File: src/rtl/debug_snapshot_ctrl.sv
// Snapshot sequencer: copies a 32-word page of a CPU-side array into the debug
// display's shadow buffer, sharing the array's read port with the CPU.
module debug_snapshot_ctrl #(
  parameter int NUM_WORDS = 32,
  parameter int IDX_W     = 5,
  parameter int PAGE_W    = 2,
  parameter int DATA_W    = 32,
  parameter int FRAME_DIV = 15
) (
  input  logic                    clk,
  input  logic                    rstb,
  input  logic                    vsync,
  input  logic                    freeze,
  input  logic                    capture_now,
  input  logic [PAGE_W-1:0]       page_sel,
  input  logic                    cpu_req,
  input  logic [PAGE_W+IDX_W-1:0] cpu_addr,
  output logic                    cpu_grant,
  output logic [PAGE_W+IDX_W-1:0] port_addr,
  input  logic [DATA_W-1:0]       port_rdata,
  output logic                    snap_we,
  output logic [IDX_W-1:0]        snap_waddr,
  output logic [DATA_W-1:0]       snap_wdata,
  output logic                    busy,
  output logic                    snap_done,
  output logic [PAGE_W-1:0]       snap_page
);

  localparam int CNT_W = (FRAME_DIV > 0) ? $clog2(FRAME_DIV + 1) : 1;
  localparam logic [CNT_W-1:0] DIV_MAX  = CNT_W'(FRAME_DIV);
  localparam logic [IDX_W-1:0] LAST_IDX = IDX_W'(NUM_WORDS - 1);

  typedef enum logic [1:0] {IDLE, SCAN, DRAIN, DONE} state_t;

  state_t             state, state_next;
  logic               vsync_d;
  logic [CNT_W-1:0]   frame_cnt;
  logic               pending;
  logic [PAGE_W-1:0]  page_q;
  logic [IDX_W-1:0]   idx;
  logic               issued;
  logic [IDX_W-1:0]   iss_idx;

  logic fe;
  logic auto_trig;
  logic trig;
  logic scan_issue;

  assign fe         = vsync & ~vsync_d;
  assign auto_trig  = fe & (frame_cnt == DIV_MAX);
  assign trig       = (auto_trig & ~freeze) | capture_now | pending;
  assign scan_issue = (state == SCAN) & ~cpu_req;

  // The CPU always wins the read port; the scanner only uses idle cycles.
  assign cpu_grant = cpu_req;
  assign port_addr = cpu_req ? cpu_addr : {page_q, idx};

  always_comb begin
    state_next = state;
    case (state)
      IDLE:    if (trig) state_next = SCAN;
      SCAN:    if (scan_issue && (idx == LAST_IDX)) state_next = DRAIN;
      DRAIN:   state_next = DONE;
      DONE:    state_next = IDLE;
      default: state_next = IDLE;
    endcase
  end

  always_ff @(posedge clk) begin
    if (!rstb) begin
      state      <= IDLE;
      vsync_d    <= 1'b0;
      frame_cnt  <= '0;
      pending    <= 1'b0;
      page_q     <= '0;
      idx        <= '0;
      issued     <= 1'b0;
      iss_idx    <= '0;
      snap_we    <= 1'b0;
      snap_waddr <= '0;
      snap_wdata <= '0;
      busy       <= 1'b0;
      snap_done  <= 1'b0;
      snap_page  <= '0;
    end else begin
      state   <= state_next;
      vsync_d <= vsync;

      // Frame divider keeps running through freeze and busy periods.
      if (fe) begin
        if (frame_cnt == DIV_MAX) frame_cnt <= '0;
        else                      frame_cnt <= frame_cnt + CNT_W'(1);
      end

      // Only on-demand requests survive a busy window; automatic ones are dropped.
      if (state == IDLE && trig)          pending <= 1'b0;
      else if (state != IDLE && capture_now) pending <= 1'b1;

      if (state == IDLE && trig) begin
        page_q <= page_sel;
        idx    <= '0;
        busy   <= 1'b1;
      end

      issued <= scan_issue;
      if (scan_issue) begin
        iss_idx <= idx;
        idx     <= idx + IDX_W'(1);
      end

      // Read data returns one cycle after its address, tagged by iss_idx.
      snap_we <= issued;
      if (issued) begin
        snap_waddr <= iss_idx;
        snap_wdata <= port_rdata;
      end

      snap_done <= (state == DONE);
      if (state == DONE) begin
        snap_page <= page_q;
        busy      <= 1'b0;
      end
    end
  end

endmodule

File: config.mk
export PLATFORM = sky130hd
export DESIGN_NAME = debug_snapshot_ctrl
export DESIGN_NICKNAME = d
export VERILOG_FILES = /design/src/rtl/debug_snapshot_ctrl.sv
export SDC_FILE = /design/constraint.sdc
export NUM_CORES = 1
export LEC_CHECK = 0
export ABC_AREA = 1
export CAP_MARGIN = 20
export CORE_UTILIZATION = 40
export DETAILED_ROUTE_END_ITERATION = 7
export GPL_TIMING_DRIVEN = 0
export PLACE_DENSITY = 0.75
export SETUP_SLACK_MARGIN = 0.5
export SYNTH_ARGS = -nofsm -noshare
export SYNTH_HDL_FRONTEND = slang
export SYNTH_SLANG_ARGS = --single-unit
File: constraint.sdc
create_clock -name clk -period 1.7 [get_ports clk]
set_input_delay 0.34 -clock clk [delete_from_list [all_inputs] [get_ports clk]]
set_output_delay 0.34 -clock clk [all_outputs]
set_load 0.02 [all_outputs]
==> summary.md <==
| Metric | Value |
|---|---|
| Synth Instances | `317` |
| Ports | `97` |
| Diodes inserted | `0` |
| Status | `completed` |
| Commonest non-fill, non-tap cell in the layout | `nor2_1` |
| Synth top area cells | `dfxtp_1 52%, nor2_1 14%, o21ai_0 9.6%` |
| Cts bufs inserted | `9` |
| Unrepaired setup endpoints after global routing | `yes` |
| Largest fanout on the critical path | `3` |
| Vias/cell | `4.74` |
| Clk root buf | `clkbuf_8` |
| Non-Filler Instances | `519` |
| Final min period | `1440 ps` |
| Initial antenna violation count | `0` |
| CP required | `1360 ps` |
| Register area share after synthesis | `0.517` |
| Mean area per synthesized cell | `7.70 um2` |
| Area delta synth->final | `62.1%` |
| Nets | `493` |
| Vias in the first global route | `2285` |
| Reg clk slew, reported paths | `70 ps` |
| Routed len/inst | `12.4 um` |
| Largest net degree at the start of global routing | `12` |
| Type of origin of the critical path | `register` |
| Routed Antenna Nets | `0` |
| Final core occ | `0.668` |
| Clk buf depth | `2` |
| Gpl congestion | `0.789` |
| Drt pass-1 iters | `4` |
| DRC Markers | `0` |
| Crit share post-route | `0.846` |
| P per Cell Area | `1200 nW/um2` |
| All-Layer GR Usage | `0.203` |
| Kind of critical path | `reg -> out` |
| TritonCTS Sinks | `63` |
| Slew Viols, Final | `0` |
| Most frequent cells in the layout | `86 x nor2_1, 56 x buf_4, 46 x dfxtp_1` |
| Overflow left after global routing | `0` |
| Setup violators final | `0` |
| Die area | `6420 um2` |
| CTS tree | `done` |
| Share of cells above drive strength 1 | `0.363` |
| Synth warn | `0` |
| Worst VDD drop | `0.000613 V` |
| Skew-Pair Late Insertion Delay | `340 ps` |
| Post-DP HPWL | `4280 um` |
| DRT Wirelength | `6430 um` |
| Cell taking the most area after synthesis | `dfxtp_1` |
| DR WL met2 | `3190 um` |
| I/O Buffers | `95` |
| Max H-tree Level | `3` |
| Slew margin rel. | `0.734` |
| Fin Clk Skew | `8.34 ps` |
| Min-delay worst type | `in -> reg` |
| Final Hold Viols | `0` |
| Worst-margin pin slew | `399 ps` |
| Die H | `80.1 um` |
| DR top layer | `met4` |
| DIE WIDTH | `80.1 um` |
| Critical Path Sink Type | `output pin` |
| Row count | `28` |
| DR vias | `2458` |
| Inst Count DP | `487` |
| Seq cells post-synth | `63` |
| First-pass GRT wire length | `9790 um` |
| Starting density of the core | `0.412` |
| Critical Path AT | `1100 ps` |
| MaxCap Viol Count | `0` |
| Core footprint | `5920 um2` |
| Leak | `1.81 nW` |
| Met3 routed WL | `345 um` |
| Fill cells | `506` |
| Synth Cell Area | `2440 um2` |
| 1st-iter DRT viols | `79` |
| Post-synthesis net count | `371` |
| Distinct cells, synth | `23` |
| Max Freq | `696 MHz` |
| DRT met1 WL | `2760 um` |
| Yosys top cell area share | `0.517` |
## what timing repair did
item | 4_1_cts | 5_1_grt
pin swaps | 11 | 22
hold buffers | 0 | 0
setup buffers | 12 | 4
endpoints found under the setup margin | 65 | 88
resized for setup | 253 | 84
## path summary, 6_finish.rpt
| path | from | end | slack (ps) | cells after the start |
|---|---|---|---|---|
| hold reg to reg | iss_idx[2]$_SDFFE_PN0P_ | iss_idx[2]$_SDFFE_PN0P_ | 470 | 2 |
| hold / removal | vsync | vsync_d$_SDFF_PN0_ | 350 | 3 |
| setup reg to reg | idx[0]$_SDFFE_PN0P_ | state[0]$_SDFFE_PN0P_ | 260 | 10 |
| setup / recovery | idx[0]$_SDFFE_PN0P_ | port_addr[0] | 260 | 2 |
## critical path: stages, from the launching register on
cell,delay (ps)
dfxtp_4,360
mux2_4,270
buf_6,130
## cells by family after synthesis
family                     share of synthesized area
AOI/OAI and AO/OA                              0.138
buffers and inverters                         0.0728
DFF                                            0.517
adders and majority gates                     0.0359
and+or+nand+nor                                0.232
muxes                                        0.00461
## stage by stage
step                      area (um2)  total power [W]  TNS [ps]  setup WS (ps)  hold WS [ps]
final                           3960          0.00475         0            262           354
after CTS                       3710          0.00455         0            269           347
after global placement          3510          0.00304     -5970           -843           451
after detailed placement        3510          0.00307     -6080           -851           458
after floorplan                 2470          0.00252         0            478           433
after global routing            3960          0.00499         0            191           364
## power breakdown
group | leakage [nW] | internal (W) | switching, W
Clock | 0.114 | 0.000867 | 0.000588
Sequential | 0.520 | 0.00170 | 0.000121
Combinational | 1.18 | 0.000659 | 0.000816
Total | 1.81 | 0.00322 | 0.00153
## state kept, by name, indices dropped and copies added (netlist names)
register / cells
busy: 1
vsync_d: 1
snap_waddr: 5
idx: 5
frame_cnt: 4
iss_idx: 5
page_q: 2
state: 2
snap_page: 2
snap_we: 1
snap_wdata: 32
pending: 1
snap_done: 1
issued: 1
## synth_stat cells (all sizes together)
library cell   n
clkbuf         7
o22ai          2
nand3         11
buf            9
nor3b          1
dfxtp         63
nor3           3
mux2           1
a21oi          7
o21ai         57
nor2          94
inv           26
ha             7
nand2         28
or2            1
## per-layer routing
layer | global-route usage | vias to the layer above
met3 | 0.0489 | 14
met5 | 0 | -
met2 | 0.356 | 62
met4 | 0.114 | 0
met1 | 0.223 | 1125
li1 | - | 1257
## layout make-up
class                   count  area (um2)  area share
repair buffers            111         958       0.242
multi-input cells         212        1190       0.301
clock inverters             5        80.1      0.0202
well taps                  75        93.8      0.0237
inverters                  26         105      0.0266
flip-flops and latches     63        1290       0.325
clock buffers              11         141      0.0357
plain buffers              16         101      0.0256
Note: power is estimated with default switching activity, not from simulation.
